## src/rtl/nibble_word_serializer.sv

```systemverilog
// Purpose : splits an operand pair of WORD_W-bit words into NIBBLES nibble-pair
//           beats, LSB-first or MSB-first, for the nibble-serial ALU datapath.
// Latency : first beat is valid one cycle after the accept edge. A new pair
//           accepted on the last-beat edge follows with no bubble.
// Backpressure: while out_valid && !out_ready every out_* holds. in_ready is
//           only high when idle or when the final beat is leaving this cycle.
//
// Ports:
//   clk, reset_n                : rising-edge clock, async active-low reset
//   in_valid/in_ready           : operand-pair handshake
//   in_word1, in_word2          : operands, sampled only at the accept edge
//   in_direction                : 0 = LSB nibble first, 1 = MSB nibble first
//   in_carry                    : carry/shift seed, held as out_carry_seed
//   out_valid/out_ready         : nibble-beat handshake
//   out_d1, out_d2              : current nibble of each operand
//   out_idx                     : nibble index of the current beat
//   out_first, out_last         : word boundary markers (only while valid)
//   out_carry_seed              : latched carry seed for the whole word
//   busy                        : transfer in progress (same as out_valid)
module nibble_word_serializer #(
  parameter int  WORD_W  = 32,
  localparam int NIBBLES = WORD_W / 4,
  localparam int IDX_W   = (NIBBLES > 1) ? $clog2(NIBBLES) : 1
) (
  input  logic              clk,
  input  logic              reset_n,
  input  logic              in_valid,
  output logic              in_ready,
  input  logic [WORD_W-1:0] in_word1,
  input  logic [WORD_W-1:0] in_word2,
  input  logic              in_direction,
  input  logic              in_carry,
  output logic              out_valid,
  input  logic              out_ready,
  output logic [3:0]        out_d1,
  output logic [3:0]        out_d2,
  output logic [IDX_W-1:0]  out_idx,
  output logic              out_first,
  output logic              out_last,
  output logic              out_carry_seed,
  output logic              busy
);

  localparam logic [0:0] ST_IDLE  = 1'b0;
  localparam logic [0:0] ST_SHIFT = 1'b1;

  localparam logic [IDX_W-1:0] IDX_TOP = IDX_W'(NIBBLES - 1);

  logic [0:0]        state_q, state_d;
  logic [WORD_W-1:0] w1_q, w1_d;
  logic [WORD_W-1:0] w2_q, w2_d;
  logic              dir_q, dir_d;
  logic              carry_q, carry_d;
  logic [IDX_W-1:0]  idx_q, idx_d;

  logic              at_first;
  logic              at_last;
  logic              accept;
  logic              beat;
  logic [WORD_W-1:0] w1_sh;
  logic [WORD_W-1:0] w2_sh;

  // Start/end index depend on the latched direction, not the live input.
  assign at_first = dir_q ? (idx_q == IDX_TOP) : (idx_q == '0);
  assign at_last  = dir_q ? (idx_q == '0)      : (idx_q == IDX_TOP);

  assign out_valid      = (state_q == ST_SHIFT);
  assign busy           = out_valid;
  assign out_first      = out_valid && at_first;
  assign out_last       = out_valid && at_last;
  assign out_idx        = idx_q;
  assign out_carry_seed = carry_q;

  // Nibble select by shifting the held word; purely combinational from regs.
  assign w1_sh  = w1_q >> {idx_q, 2'b00};
  assign w2_sh  = w2_q >> {idx_q, 2'b00};
  assign out_d1 = w1_sh[3:0];
  assign out_d2 = w2_sh[3:0];

  // Ready either when idle or when the last beat is draining this edge, which
  // lets a new pair load with no idle cycle between words.
  assign in_ready = reset_n && ((state_q == ST_IDLE) || (out_valid && out_ready && at_last));
  assign accept   = in_valid && in_ready;
  assign beat     = out_valid && out_ready;

  always_comb begin
    state_d = state_q;
    w1_d    = w1_q;
    w2_d    = w2_q;
    dir_d   = dir_q;
    carry_d = carry_q;
    idx_d   = idx_q;
    if (accept) begin
      // Covers both the idle load and the back-to-back load on the last beat.
      state_d = ST_SHIFT;
      w1_d    = in_word1;
      w2_d    = in_word2;
      dir_d   = in_direction;
      carry_d = in_carry;
      idx_d   = in_direction ? IDX_TOP : '0;
    end else if (beat) begin
      if (at_last) begin
        state_d = ST_IDLE;
      end else if (dir_q) begin
        idx_d = idx_q - IDX_W'(1);
      end else begin
        idx_d = idx_q + IDX_W'(1);
      end
    end
  end

  always_ff @(posedge clk or negedge reset_n) begin
    if (!reset_n) begin
      state_q <= ST_IDLE;
      w1_q    <= '0;
      w2_q    <= '0;
      dir_q   <= 1'b0;
      carry_q <= 1'b0;
      idx_q   <= '0;
    end else begin
      state_q <= state_d;
      w1_q    <= w1_d;
      w2_q    <= w2_d;
      dir_q   <= dir_d;
      carry_q <= carry_d;
      idx_q   <= idx_d;
    end
  end

endmodule

```

## config.mk

```make
export PLATFORM = sky130hd
export DESIGN_NAME = nibble_word_serializer
export DESIGN_NICKNAME = d
export VERILOG_FILES = /design/src/rtl/nibble_word_serializer.sv
export SDC_FILE = /design/constraint.sdc
export NUM_CORES = 1
export LEC_CHECK = 0
export BUFFER_PORTS_ARGS = -buffer_cell sky130_fd_sc_hd__buf_2
export CAP_MARGIN = 20
export CORE_MARGIN = 3
export CORE_UTILIZATION = 57
export DETAILED_ROUTE_END_ITERATION = 12
export PLACE_DENSITY_LB_ADDON = 0.25
export SYNTH_ARGS = -nofsm -noshare
export SYNTH_HDL_FRONTEND = slang
export SYNTH_SLANG_ARGS = --single-unit
```

## constraint.sdc

```tcl
create_clock -name clk -period 5.4 [get_ports clk]
set_input_delay 0.81 -clock clk [delete_from_list [all_inputs] [get_ports clk]]
set_output_delay 0.81 -clock clk [all_outputs]
set_load 0.02 [all_outputs]
```

# Word level (Yosys, flattened, before mapping)

Index checks and enable logic that the tools add are counted.

Flip-flop bits (word level): 70
Input bits: 70
Output and inout port bits: 17
Word-level logic and storage cells: 35

$add $sub $neg: 2
Equal/unequal tests: 2
Shift-type cells: 2
Multiplexer cells: 10
Bitwise logic cells: 1
Reductions and logical operators: 12

Operators with widths:

| cell                  | count |
|---|---|
| $shr A32 B5 Y4        | 2 |
| $mux W3               | 5 |
| $logic_and A1 B1 Y1   | 6 |
| $mux W1               | 5 |
| $reduce_and A2 Y1     | 2 |
| $reduce_bool A2 Y1    | 2 |
| $add A3 B1 Y3 const B | 1 |
| $eq A3 B3 Y1 const B  | 1 |
| $logic_not A3 Y1      | 1 |
| $sub A3 B1 Y3 const B | 1 |
| $ne A2 B1 Y1 const B  | 1 |
| $logic_or A1 B1 Y1    | 1 |
| $not A1 Y1            | 1 |

# Longest topological paths before layout

Word-level depth: 8
Depth in mapped cells: 8
Mapped depth without buffers: 6

# Worst setup path after synthesis

OpenSTA, ideal clock, no wires.

Path kind: register to output
Start: register idx_q[0] (netlist: out_idx[0])
End: output port out_d1[0]
Data arrival time: 1.837 ns
Data required time: 4.590 ns
Path slack: 2.753 ns
Cell stages (with the launch flop): 5
Buffers on the path: 2
Cell sequence: dfrtp_1 buf_2 buf_2 mux4_2 mux2_2

Cells in the longest elaborated chain, start to end: 1

Ends and longest elaborated chain:

| item                     | line | source |
|---|---|---|
| start: declaration       | 54   | `logic [IDX_W-1:0] idx_q, idx_d;` |
| start signal: assignment | 126  | `idx_q <= idx_d;` |
| $shr A32 B5 Y4           | 75   | `assign w1_sh = w1_q >> {idx_q, 2'b00};` |
| end: declaration         | 35   | `output logic [3:0] out_d1,` |

Every way passes these cells.

# Worst setup path in the final report

Ends and elaborated chain as after synthesis.

==> flow_metrics.tcl <==
set metrics [dict create \
    hold_path_class "reg -> reg" \
    clkPwrFrac_pct 18.5 \
    grt_antenna_before_repair 0 \
    cts_tree "done" \
    yosys_warnings 0 \
    synth_top_area_share_pct 52.01 \
    yosys.area.top_type "dfrtp_1" \
    final.min_clock_period_ns 3.237 \
    drive_gt1_share_pct 65.46 \
    ys_ff_latch 70 \
    dieArea_um2 6867 \
    cp.required_ns 4.59 \
    grt_use_met2_pct 34.69 \
    post-route-drc-count 0 \
    regToRegSetupSlack_ns 2.18 \
    cts_resized 0 \
    finalSetupViolCount 0 \
    dp_hpwl_mm 4.708 \
    synth_nets 285 \
    areaGrowthSynthToFinish_pct 20.28 \
    cts_max_level 3 \
    grt_max_degree 74 \
    slew_viol_final 0 \
    ioPinCount 87 \
    drt_iter0_markers 108 \
    cts_sinks 70 \
    startpoint_type "flip-flop" \
    max-clock-path-buffers 2 \
    synth_ff_type "dfrtp_1" \
    dp_cells 360 \
    post-route-util_pct 72.24 \
    use_met3_pct 5.556 \
    path_delay_family "multiplexers" \
    irDropWorstVdd_uv 317.3 \
    synth_area_um2 3368 \
    power_density_nw_per_um2 634.4 \
    grt_pass1_wl_mm 11.47 \
    die_y_um 82.87 \
    ys_top_cells_by_area "dfrtp_1, mux2_2, mux4_2, mux2_4, buf_4" \
    wl_per_cell_um 17.89 \
    cts_buffers 9 \
    whs_path_depth 1 \
    start_util_pct 60.06 \
    synth.most_common_cell "dfrtp_1" \
    coreArea_um2 5608 \
    grtUsageMet1_pct 26.81 \
    finalClockSkew_ns 0.007121 \
    antenna_left 0 \
    status "finished clean" \
    power.sequential.fraction_pct 39.2 \
    crit_fanout 16 \
    worstMarginPinSlew_ns 1.065 \
    die_w_um 82.87 \
    max_freq_ghz 0.3089 \
    p_switching_mw 0.8611 \
    fin_crit_sh_pct 59.95 \
    cp-startpoint "out_idx[0]" \
    syn_inst 214 \
    rr_startpoint "out_idx[1]" \
    rsz0062_at_grt "no" \
    grt_usage_pct 21.06 \
    sw_frac_of_total_pct 33.51 \
    grt_pass1_vias 2334 \
    holdBufCountCts 0 \
    crit_type "reg -> out" \
    crit_chain "buf_4, mux4_2, mux2_2, buf_2" \
    postSynthAreaPerCell_um2 15.74 \
    synth-seq-area-share_pct 52.01 \
    drt_wl_total_mm 6.725 \
    grt_busiest_layer "met2" \
    viasPerCell 5.598 \
    hold_end "w1_q[5]" \
    hp-start "w1_q[5]" \
    num_vias 2105 \
    fin_tns_setup_ns 0 \
    gp_congestion 0.7657 \
    std_cell_rows 27 \
    diodes 0 \
    p_int_mw 1.709 \
    maxCapViolCount 0 \
    clk_latency_ns 0.33 \
    synthArstFlopShare_pct 100.0 \
    final_cells 376 \
    p_comb_share_pct 42.3 \
    synth_common_cells "dfrtp_1, mux2_2, mux4_2" \
    arrival_ns 2.43 \
    slew_headroom_pct 29.03 \
    first_pass_iters 4 \
    synth.distinct_cells 32 \
    reg2reg_depth 5 \
    worstSetupEndpointType "output port" \
    synth-edff-count 0 \
    final_nets 370 \
    cpPeakStageDelay_ns 0.69 \
    cts-root-buf "clkbuf_8" \
    final_hold_viol_count 0 \
    cp.buffers_inverters 2 \
    port_buffers 86 \
    r2r_end "w2_q[0]" \
    post_cts_buffers 0 \
    clkSlewWorstSetupHoldPaths_ns 0.07 \
    power.leakage_nw 1.858 \
    cp_slowest_cell "dfrtp_1" \
    grt-ovfl-total 0 \
]
## placed cells by master, fill, tap and decap left out, types with 2 or more instances in the layout
master / netlist / final
mux2i_1: 3 / 3
bufinv_16: 0 / 2
buf_2: 3 / 86
o21ai_0: 2 / 2
nor3_1: 2 / 2
dfrtp_1: 70 / 70
mux4_2: 16 / 16
clkbuf_8: 0 / 11
nand3_1: 4 / 4
mux2_2: 67 / 67
nand2_1: 4 / 4
buf_4: 7 / 2
a221oi_1: 2 / 2
nor2b_1: 2 / 2
inv_1: 5 / 5
mux2_4: 7 / 7
## how the worst max path moves through the flow
| stage | end | slack, ns | cells after the start |
|---|---|---|---|
| final | out_d1[0] | 2.16 | 4 |
| after global routing | out_d1[0] | 1.99 | 4 |
| after CTS | out_d1[0] | 2.08 | 4 |
| after detailed placement | w2_q[0] | 2.18 | 5 |
| after global placement | w2_q[17] | 2.23 | 6 |
| after floorplan | out_d1[0] | 2.75 | 4 |
## worst reg2reg max path, cell delays in order (launching register included)
cell and delay [ns]:
dfrtp_1 1.05, and3b_1 0.39, a22oi_4 0.09, o21ai_4 0.84, buf_12 0.34, mux2_2 0.40
## final cells by class
type	instances	area (µm²)
Timing Repair Buffer	89	465.4
Clock inverter	5	81.33
Clock buffer	11	151.4
Inverter	5	18.77
Tap cell	72	90.09
Sequential cell	70	1752
Multi-Input combinational cell	124	1493
Fill cell	400	1556
## power by group through the flow
stage | Sequential [mW] | Combinational, mW | Clock, mW
after floorplan | 0.913 | 0.906 | 0
after global placement | 1.00 | 1.06 | 0
after detailed placement | 1.02 | 1.09 | 0
after CTS | 1.01 | 1.10 | 0.484
after global routing | 1.05 | 1.17 | 0.508
final | 1.01 | 1.09 | 0.476
## state kept, by name (all words and copies together), names as in the netlist
register        flops
w2_q               32
out_idx             3
busy                1
out_carry_seed      1
dir_q               1
w1_q               32
## per-layer routing
metal	wire length, µm	share of wire (%)	up-vias
met2	3337	50	54
met4	107	1.6	0
li1	-	-	962
met3	407	6.1	10
met5	0	0	-
met1	2872	43	1079
## metrics by stage
step	hold WS (ns)	setup WS, ns	power [mW]	cell area [µm²]
after global placement	0.4849	2.232	2.063	3819
after floorplan	0.4751	2.753	1.819	3368
after detailed placement	0.4946	2.181	2.111	3819
after CTS	0.5108	2.077	2.598	4051
after global routing	0.5249	1.988	2.731	4051
final	0.5080	2.163	2.570	4051
## cells by family after synthesis
kind of cell / count (synthesis) / share of synthesized area, %
xor+xnor: 1 / 0.2601
compound gates: 11 / 3.121
fa+ha+maj: 1 / 0.5944
simple gates: 18 / 3.232
mux: 93 / 37.11
flops: 70 / 52.01
buf+inv: 20 / 3.677
Note: power is estimated with default switching activity, not from simulation.
